## src/rtl/pc_ras_pkg.sv

```systemverilog
// Shared definitions for the program counter with return-address stack.
`ifndef INST_DEPTH
`define INST_DEPTH 8
`endif

package pc_ras_pkg;

  // One action per unstalled cycle, chosen by fixed priority.
  typedef enum logic [2:0] {
    PC_NOP  = 3'd0,
    PC_CNT  = 3'd1,
    PC_BR   = 3'd2,
    PC_LD   = 3'd3,
    PC_CALL = 3'd4,
    PC_RET  = 3'd5
  } pc_act_e;

  // Priority: ret > call > load > branch > count > none.
  function automatic pc_act_e pc_decode(input logic ret, input logic call, input logic load,
                                        input logic branch, input logic count);
    if (ret)         return PC_RET;
    else if (call)   return PC_CALL;
    else if (load)   return PC_LD;
    else if (branch) return PC_BR;
    else if (count)  return PC_CNT;
    else             return PC_NOP;
  endfunction

endpackage

```

## src/rtl/pc_ras_if.sv

```systemverilog
// Control strobes in, program address and stack status out.
`ifndef INST_DEPTH
`define INST_DEPTH 8
`endif

interface pc_ras_if #(
  parameter int unsigned ADDR_W  = `INST_DEPTH,
  parameter int unsigned OFF_W   = 8,
  parameter int unsigned DEPTH_W = 3
);
  logic              stall;
  logic              count;
  logic              load;
  logic              branch;
  logic              call;
  logic              ret;
  logic              clr_err;
  logic [ADDR_W-1:0] addr_in;
  logic [OFF_W-1:0]  offset;
  logic [ADDR_W-1:0] addr_out;
  logic [DEPTH_W-1:0] depth;
  logic              ovf_err;
  logic              unf_err;

  modport master (
    output stall, count, load, branch, call, ret, clr_err, addr_in, offset,
    input  addr_out, depth, ovf_err, unf_err
  );

  modport slave (
    input  stall, count, load, branch, call, ret, clr_err, addr_in, offset,
    output addr_out, depth, ovf_err, unf_err
  );
endinterface

```

## src/rtl/pc_ras_stack.sv

```systemverilog
// Register-array LIFO holding return addresses; occupancy doubles as the write index.
module pc_ras_stack #(
  parameter int unsigned DEPTH   = 4,
  parameter int unsigned WIDTH   = 8,
  parameter int unsigned DEPTH_W = $clog2(DEPTH) + 1
) (
  input  logic               clk_i,
  input  logic               rst_ni,
  input  logic               push_i,
  input  logic               pop_i,
  input  logic [WIDTH-1:0]   push_data_i,
  output logic [WIDTH-1:0]   top_o,
  output logic [DEPTH_W-1:0] depth_o,
  output logic               full_o,
  output logic               empty_o
);
  localparam int unsigned IdxW = $clog2(DEPTH);

  logic [WIDTH-1:0]   mem_q [DEPTH];
  logic [DEPTH_W-1:0] depth_q, depth_d;
  logic [IdxW-1:0]    wr_idx, top_idx;

  assign wr_idx  = depth_q[IdxW-1:0];
  // DEPTH is a power of two, so a full stack's low bits are 0 and 0-1 lands on DEPTH-1.
  assign top_idx = depth_q[IdxW-1:0] - IdxW'(1);
  assign full_o  = (depth_q == DEPTH_W'(DEPTH));
  assign empty_o = (depth_q == '0);
  assign top_o   = mem_q[top_idx];
  assign depth_o = depth_q;

  // Occupancy update; caller never pushes when full nor pops when empty.
  always_comb begin
    depth_d = depth_q;
    if (push_i && !full_o)      depth_d = depth_q + DEPTH_W'(1);
    else if (pop_i && !empty_o) depth_d = depth_q - DEPTH_W'(1);
  end

  // Occupancy register with synchronous active-low reset.
  always_ff @(posedge clk_i) begin
    if (!rst_ni) depth_q <= '0;
    else         depth_q <= depth_d;
  end

  // Entry storage; contents are don't-care after reset.
  always_ff @(posedge clk_i) begin
    if (push_i && !full_o) mem_q[wr_idx] <= push_data_i;
  end
endmodule

```

## src/rtl/pc_ras.sv

```systemverilog
// Program counter with count/load/branch and call/return through a small RAS.
`ifndef INST_DEPTH
`define INST_DEPTH 8
`endif

module pc_ras
  import pc_ras_pkg::*;
#(
  parameter int unsigned ADDR_W      = `INST_DEPTH,
  parameter int unsigned OFF_W       = 8,
  parameter int unsigned STACK_DEPTH = 4,
  parameter int unsigned DEPTH_W     = $clog2(STACK_DEPTH) + 1
) (
  input  logic     clk,
  input  logic     rst,
  pc_ras_if.slave  bus
);
  pc_act_e           act;
  logic [ADDR_W-1:0] addr_q, addr_d;
  logic              ovf_q, ovf_d;
  logic              unf_q, unf_d;
  logic              push, pop;
  logic [ADDR_W-1:0] top, ret_addr, off_ext;
  logic              full, empty;
  logic [DEPTH_W-1:0] depth;

  assign act      = pc_decode(bus.ret, bus.call, bus.load, bus.branch, bus.count);
  assign ret_addr = addr_q + ADDR_W'(1);
  assign off_ext  = ADDR_W'($signed(bus.offset));

  pc_ras_stack #(
    .DEPTH   (STACK_DEPTH),
    .WIDTH   (ADDR_W),
    .DEPTH_W (DEPTH_W)
  ) u_stack (
    .clk_i       (clk),
    .rst_ni      (rst),
    .push_i      (push),
    .pop_i       (pop),
    .push_data_i (ret_addr),
    .top_o       (top),
    .depth_o     (depth),
    .full_o      (full),
    .empty_o     (empty)
  );

  // Next PC, stack strobes and error flags; clear is applied before set so a new error wins.
  always_comb begin
    addr_d = addr_q;
    ovf_d  = ovf_q;
    unf_d  = unf_q;
    push   = 1'b0;
    pop    = 1'b0;
    if (!bus.stall) begin
      if (bus.clr_err) begin
        ovf_d = 1'b0;
        unf_d = 1'b0;
      end
      case (act)
        PC_RET: begin
          if (empty) begin
            unf_d = 1'b1;
          end else begin
            pop    = 1'b1;
            addr_d = top;
          end
        end
        PC_CALL: begin
          if (full) begin
            ovf_d = 1'b1;
          end else begin
            push   = 1'b1;
            addr_d = bus.addr_in;
          end
        end
        PC_LD:   addr_d = bus.addr_in;
        PC_BR:   addr_d = addr_q + off_ext;
        PC_CNT:  addr_d = addr_q + ADDR_W'(1);
        default: addr_d = addr_q;
      endcase
    end
  end

  // PC and sticky error registers with synchronous active-low reset.
  always_ff @(posedge clk) begin
    if (!rst) begin
      addr_q <= '0;
      ovf_q  <= 1'b0;
      unf_q  <= 1'b0;
    end else begin
      addr_q <= addr_d;
      ovf_q  <= ovf_d;
      unf_q  <= unf_d;
    end
  end

  assign bus.addr_out = addr_q;
  assign bus.depth    = depth;
  assign bus.ovf_err  = ovf_q;
  assign bus.unf_err  = unf_q;
endmodule

```

## src/flat_wrapper.sv

```systemverilog
// flat-port wrapper written by rule: the top's interface ports become plain ports
module pc_ras_flat import pc_ras_pkg::*;
#(
  parameter int unsigned ADDR_W      = `INST_DEPTH,
  parameter int unsigned OFF_W       = 8,
  parameter int unsigned STACK_DEPTH = 4,
  parameter int unsigned DEPTH_W     = $clog2(STACK_DEPTH) + 1
)
  (clk, rst, bus_stall, bus_count, bus_load, bus_branch, bus_call, bus_ret, bus_clr_err, bus_addr_in, bus_offset, bus_addr_out, bus_depth, bus_ovf_err, bus_unf_err);
  pc_ras_if #(.ADDR_W(ADDR_W), .OFF_W(OFF_W), .DEPTH_W(DEPTH_W)) bus_i ();
  input  logic clk;
  input  logic rst;
  input wire logic [$bits(bus_i.stall)-1:0] bus_stall;
  input wire logic [$bits(bus_i.count)-1:0] bus_count;
  input wire logic [$bits(bus_i.load)-1:0] bus_load;
  input wire logic [$bits(bus_i.branch)-1:0] bus_branch;
  input wire logic [$bits(bus_i.call)-1:0] bus_call;
  input wire logic [$bits(bus_i.ret)-1:0] bus_ret;
  input wire logic [$bits(bus_i.clr_err)-1:0] bus_clr_err;
  input wire logic [$bits(bus_i.addr_in)-1:0] bus_addr_in;
  input wire logic [$bits(bus_i.offset)-1:0] bus_offset;
  output wire logic [$bits(bus_i.addr_out)-1:0] bus_addr_out;
  output wire logic [$bits(bus_i.depth)-1:0] bus_depth;
  output wire logic [$bits(bus_i.ovf_err)-1:0] bus_ovf_err;
  output wire logic [$bits(bus_i.unf_err)-1:0] bus_unf_err;
  assign bus_i.stall = bus_stall;
  assign bus_i.count = bus_count;
  assign bus_i.load = bus_load;
  assign bus_i.branch = bus_branch;
  assign bus_i.call = bus_call;
  assign bus_i.ret = bus_ret;
  assign bus_i.clr_err = bus_clr_err;
  assign bus_i.addr_in = bus_addr_in;
  assign bus_i.offset = bus_offset;
  assign bus_addr_out = bus_i.addr_out;
  assign bus_depth = bus_i.depth;
  assign bus_ovf_err = bus_i.ovf_err;
  assign bus_unf_err = bus_i.unf_err;
  pc_ras #(.ADDR_W(ADDR_W), .OFF_W(OFF_W), .STACK_DEPTH(STACK_DEPTH), .DEPTH_W(DEPTH_W)) u_core (.clk(clk), .rst(rst), .bus(bus_i));
endmodule
```

## config.mk

```make
export PLATFORM = sky130hd
export DESIGN_NAME = pc_ras_flat
export DESIGN_NICKNAME = d
export VERILOG_FILES = /design/src/rtl/pc_ras_pkg.sv /design/src/rtl/pc_ras_if.sv /design/src/rtl/pc_ras_stack.sv /design/src/rtl/pc_ras.sv /design/src/flat_wrapper.sv
export SDC_FILE = /design/constraint.sdc
export NUM_CORES = 1
export LEC_CHECK = 0
export CAP_MARGIN = 10
export CORE_UTILIZATION = 55
export DETAILED_ROUTE_END_ITERATION = 10
export GPL_TIMING_DRIVEN = 0
export HOLD_SLACK_MARGIN = 0.03
export PLACE_DENSITY = 0.89
export SYNTH_ARGS = -nofsm -noshare
export SYNTH_HDL_FRONTEND = slang
export SYNTH_HIERARCHICAL = 1
export SYNTH_SLANG_ARGS = --single-unit
```

## constraint.sdc

```tcl
create_clock -name clk -period 9.4 [get_ports clk]
set_input_delay 0.94 -clock clk [delete_from_list [all_inputs] [get_ports clk]]
set_output_delay 0.94 -clock clk [all_outputs]
set_load 0.02 [all_outputs]
```

==> impl_metrics.json, run 1 <==
{
  "rsz0062_at_grt": "false",
  "antenna_found_initial": 0,
  "cpPeakStageDelay_ns": 0.50,
  "holdBufCountCts": 0,
  "synth_top_family_by_area": "compound AO/OA/AOI/OAI gates",
  "via_count": 1971,
  "htree_levels": 2,
  "final_common_cell": "clkdlybuf4s50_1",
  "synth_edf_count": 32,
  "crit_chain": "buf_2, inv_1, ha_1, and2_1, nor4b_1, buf_6, a21boi_2, xnor2_1, ha_1, or4b_4, o21ai_0, a221oi_2",
  "synthSimpleGateAreaFrac_pct": 14.3,
  "pwr-share-clk_pct": 29.1,
  "cts_tree": "done",
  "clock-sinks": 45,
  "fin_area_sq_um": 3090,
  "placed_area_sq_um": 3000,
  "ant_nets": 0,
  "internal-power_mw": 0.305,
  "num_rows": 24,
  "die_x_microns": 70.3,
  "cp_common_cell": "ha_1",
  "viasPerCell": 6.30,
  "worstPathRequired_ns": 9.58,
  "critPathMaxFanout": 10,
  "synth.area.mux_share_pct": 8.57,
  "num_io_pins": 38,
  "core_area_sq_um": 4410,
  "cp.arrival_ns": 3.52,
  "wl_mm": 5.53,
  "clkTransAtPathRegs_ns": 0.08,
  "fin_crit_sh_pct": 35.5,
  "syn-num-nets": 255,
  "holdCritPathClass": "register to register",
  "hold_viol": 0,
  "ys_seq_elements": 45,
  "finalClockSkew_ns": 0.00303,
  "dp_hpwl_mm": 4.03,
  "grt_max_degree": 16,
  "crit_type": "register to register",
  "fmaxAchievable_mhz": 300,
  "leakagePower_nw": 1.10,
  "dr.pass1.iters": 6,
  "ir_drop_v": 0.000104,
  "insertion_delay_ns": 0.30,
  "cp_top_family": "simple AND/OR/NAND/NOR gates",
  "gp_congestion": 0.884,
  "cts_root_buf": "clkbuf_8",
  "clk_path_buf_depth": 2,
  "power_density_nw_per_um2": 135,
  "yosysWarnings": 6,
  "cts_resized": 0,
  "outcome": "finished, final reports clean",
  "diodes": 0,
  "drive_above_1_share_pct": 11.5,
  "holdWs_ns": 0.532,
  "fin_nets": 299,
  "yosysSeqAreaShare_pct": 47.5,
  "gr-total-overflow": 0,
  "cp-end-kind": "register",
  "setup_tns_ns": 0,
  "p_comb_share_pct": 17.2,
  "initial_core_util_pct": 58.2,
  "wire_per_inst_microns": 17.7,
  "async_reset_ff_share_pct": 0,
  "p_switching_mw": 0.113,
  "switching_share_pct": 26.9,
  "synth-xor-area-share_pct": 3.07,
  "syn_area_sq_um": 2570,
  "io_buffers": 37,
  "synth-compound-area-share_pct": 16.4,
  "pwr-share-seq_pct": 53.7,
  "area_growth_pct": 20.5,
  "cap_violations": 0,
  "ys_types": 59,
  "ys.flop_type": "edfxtp_1",
  "cts-buffers-inserted": 5,
  "grt_pass1_wl_mm": 9.06,
  "startpoint_type": "register",
  "synth_fa_ha_area_share_pct": 7.11,
  "slew_violations": 0,
  "final_cell_mix": "clkdlybuf4s50_1 (37), edfxtp_1 (32), nand2_1 (14), ha_1 (13), dfxtp_1 (13)",
  "drc": 0,
  "grtUsageTotal_pct": 23.9,
  "die_y_microns": 70.3,
  "critPathSlowestCell": "or4b_4",
  "postSynthCellCount": 216,
  "relSlewSlack_pct": 48.9,
  "finalCriticalPeriod_ns": 3.34,
  "setup-violations-final": 0,
  "finish.utilization_pct": 70.1,
  "die-area_sq_um": 4950,
  "syn_avg_cell_area_sq_um": 11.9,
  "grt_pass1_vias": 1952,
  "postCtsSetupBuffers": 0,
  "tightest_slew_ns": 0.764,
  "first_iter_violations": 227,
  "critPathBufInv": 3
}
[final timing paths]
| path | end | slack [ns] | start | cells past startpoint |
|---|---|---|---|---|
| max | u_core/u_stack/depth_o[2] | 6.06 | u_core/u_stack/depth_o[0] | 12 |
| min | u_core/bus.ovf_err | 0.53 | u_core/bus.ovf_err | 2 |
| max reg2reg | u_core/u_stack/depth_o[2] | 6.06 | u_core/u_stack/depth_o[0] | 12 |
| min reg2reg | u_core/bus.ovf_err | 0.53 | u_core/bus.ovf_err | 2 |
[flip-flops by register name, summed over array words and instances (netlist names)]
signal,flops
u_core/u_stack/mem_q,32
u_core/bus.addr_out,8
u_core/u_stack/depth_o,3
u_core/bus.ovf_err,1
u_core/bus.unf_err,1
[through the flow]
stage,setup WS (ns),total power [mW],cells
6_report,6.06,0.418,313
5_1_grt,5.81,0.437,313
4_1_cts,6.05,0.419,313
3_5_place_dp,5.88,0.299,305
3_3_place_gp,5.89,0.297,305
2_1_floorplan,6.24,0.270,216
[synth_stat cells, types with 3 or more instances]
cell type	count	area share, %
a211oi_1	3	0.88
a21oi_1	11	2.1
a221oi_1	3	1.0
a222oi_1	3	1.2
and2_1	4	0.97
buf_2	4	0.78
dfxtp_1	13	10
edfxtp_1	32	37
ha_1	13	6.3
inv_1	10	1.5
mux2i_1	4	1.6
mux4_2	8	7.0
nand2_1	14	2.0
nand3_1	6	1.2
nor2_1	11	1.6
nor2b_1	5	1.2
nor3_1	3	0.58
o211ai_1	4	1.2
o21ai_0	4	0.78
o21ai_1	4	0.78
or3_1	5	1.2
xnor2_1	4	1.4
xor2_1	5	1.7
[kinds of logic after synthesis]
group,after synthesis
mux,12
xor+xnor,9
simple gates,64
flops,45
compound gates,55
buf+inv,17
fa+ha+maj,14
[worst min-delay path, cell delays in order (launching register included)]
cell     delay (ns)
dfxtp_1        0.33
a21oi_1        0.12
nor2b_1        0.05
[per-layer routing]
| metal | track usage [%] | vias to the layer above | wire length [microns] |
|---|---|---|---|
| met5 | 0 | - | 0 |
| met4 | 8.67 | 0 | 93 |
| met3 | 5.63 | 10 | 350 |
| met2 | 38.3 | 74 | 2660 |
| met1 | 31.5 | 961 | 2420 |
| li1 | - | 926 | - |
[power by group through the flow]
stage	logic (mW)	clock network, mW	registers [mW]
2_1_floorplan	0.0386	0	0.231
3_3_place_gp	0.0686	0	0.228
3_5_place_dp	0.0706	0	0.229
4_1_cts	0.0712	0.124	0.224
5_1_grt	0.0779	0.134	0.225
6_report	0.0720	0.122	0.224
[final cells by class]
cell class                      count  area, sq um
Fill cell                         327         1320
Multi-Input combinational cell    154         1270
Sequential cell                    45         1220
Timing Repair Buffer               37          370
Clock buffer                        5         68.8
Tap cell                           52         65.1
Buffer                              7         38.8
Inverter                           10         37.5
Clock inverter                      3         21.3
No activity file was read; power rests on OpenSTA's default activity.
==> inputs of run 2 (changes only) <==
- CORE_UTILIZATION: 55 -> 54
- PLACE_DENSITY: 0.89 -> 0.88
- clock period: 9.4 -> 3.2 ns (I/O delays scaled with it)
==> impl_metrics.json, run 2 (synthesis results as in run 1) <==
{
  "grtUsageTotal_pct": 24.2,
  "p_comb_share_pct": 16.1,
  "fin_crit_sh_pct": 95.0,
  "fin_area_sq_um": 3140,
  "ant_nets": 0,
  "setup-violations-final": 0,
  "holdBufCountCts": 0,
  "cp.arrival_ns": 3.23,
  "clkTransAtPathRegs_ns": 0.09,
  "antenna_found_initial": 0,
  "final_common_cell": "clkdlybuf4s50_1",
  "wl_mm": 5.53,
  "p_switching_mw": 0.331,
  "die_y_microns": 71.0,
  "relSlewSlack_pct": 48.2,
  "switching_share_pct": 25.3,
  "timing.final.ws_setup_ns": 0.159,
  "num_rows": 24,
  "finalCriticalPeriod_ns": 3.04,
  "cap_violations": 0,
  "holdWs_ns": 0.526,
  "pre_cts_ws_ns": -0.115,
  "startpoint_type": "register",
  "violations": "DRC",
  "dp_hpwl_mm": 3.99,
  "die_x_microns": 71.0,
  "grt_pass1_vias": 1901,
  "crit_type": "register to register",
  "fmaxAchievable_mhz": 329,
  "cts-buffers-inserted": 5,
  "ir_drop_v": 0.000274,
  "pwr-share-seq_pct": 50.4,
  "fillers": 323,
  "insertion_delay_ns": 0.31,
  "cp-end-kind": "register",
  "largest_reg_flops": 32,
  "num_io_pins": 38,
  "internal-power_mw": 0.977,
  "leakagePower_nw": 1.12,
  "drc": 4,
  "holdCritPathClass": "register to register",
  "gp_congestion": 0.944,
  "postCtsSetupBuffers": 0,
  "final_cell_mix": "clkdlybuf4s50_1 (37), edfxtp_1 (32), nand2_1 (14), ha_1 (13), dfxtp_1 (12)",
  "viasPerCell": 6.11,
  "slew_violations": 0,
  "drive_above_1_share_pct": 12.3,
  "fin_nets": 299,
  "outcome": "finished, violations left",
  "wire_per_inst_microns": 17.7,
  "gr-total-overflow": 0,
  "setup_tns_ns": 0,
  "dr.pass1.iters": 7,
  "finalClockSkew_ns": 0.00873,
  "via_count": 1911,
  "htree_levels": 2,
  "cts_tree": "done",
  "diodes": 0,
  "tightest_slew_ns": 0.776,
  "clock-sinks": 45,
  "regMostFlops": "u_core/u_stack/mem_q",
  "core_area_sq_um": 4470,
  "initial_core_util_pct": 57.4,
  "pwr-share-clk_pct": 33.5,
  "worstPathRequired_ns": 3.39,
  "placed_area_sq_um": 3000,
  "first_iter_violations": 163,
  "cts_root_buf": "clkbuf_8",
  "clk_path_buf_depth": 2,
  "area_growth_pct": 22.2,
  "grt_pass1_wl_mm": 9.20,
  "total_power_mw": 1.31,
  "die-area_sq_um": 5040,
  "hold_viol": 0,
  "power_density_nw_per_um2": 417,
  "grt_max_degree": 16,
  "critPathMaxFanout": 10,
  "io_buffers": 37
}
==> run 2: cell count changes in the layout (fill, tap and decap cells not counted), sizes merged <==
cell      delta
bufinv       +1
clkinvlp     -1
==> run 2: metal layers <==
| metal | part of all wire (%) | up-vias | track usage [%] | wire (microns) |
|---|---|---|---|---|
| met1 | 44 | 910 | 32.1 | 2410 |
| met3 | 5.0 | 13 | 5.27 | 277 |
| li1 | - | 931 | - | - |
| met4 | 2.3 | 0 | 9.56 | 125 |
| met2 | 49 | 57 | 39.0 | 2710 |
| met5 | 0 | - | 0 | 0 |
==> run 2: cell type report <==
type	count	area, sq um	share of cell area [%]
tap	52	65.1	2.07
multi-input combinational	154	1280	40.9
buffer	7	45.0	1.44
inverter	10	37.5	1.20
clock buffer	5	68.8	2.19
clock inverter	3	43.8	1.40
timing repair buffer	37	370	11.8
sequential	45	1220	39.0
==> run 2: metrics by stage <==
stage	utilization, %	instances
after global routing	70.1	313
after detailed placement	67.1	305
final	70.1	313
after global placement	67.1	305
after floorplan	-	216
after CTS	69.8	313
==> run 2: worst paths after layout <==
path                                   from                        end  slack [ns]  cells past startpoint
setup / recovery  u_core/u_stack/depth_o[0]  u_core/u_stack/depth_o[2]        0.16                     12
hold / removal           u_core/bus.ovf_err         u_core/bus.ovf_err        0.53                      2
setup reg to reg  u_core/u_stack/depth_o[0]  u_core/u_stack/depth_o[2]        0.16                     12
hold reg to reg          u_core/bus.ovf_err         u_core/bus.ovf_err        0.53                      2
==> run 2: power by group through the flow <==
stage	Sequential, mW	Combinational (mW)	Clock, mW
after floorplan	0.679	0.113	0
after global placement	0.671	0.202	0
after detailed placement	0.672	0.206	0
after CTS	0.659	0.208	0.444
after global routing	0.662	0.233	0.468
final	0.659	0.211	0.438
==> run 2: timing repair <==
item,in CTS,in global routing
pin swaps,0,0
resized for setup,2,3
setup endpoints to repair,1,1
==> run 2: critical path, stage by stage (launching register included) <==
cell and delay [ns]:
dfxtp_2 0.39, buf_6 0.19, inv_1 0.09, ha_1 0.31
and2_1 0.23, nor4b_2 0.26, buf_6 0.17, a21boi_4 0.23
xnor2_1 0.09, ha_1 0.24, or4b_4 0.50, o21ai_0 0.11
a221oi_2 0.09
==> inputs of run 3 (changes only) <==
- CAP_MARGIN: 10 -> 5
==> results of run 3 <==
The final DEF is identical to that of run 2; final timing and power are the same.
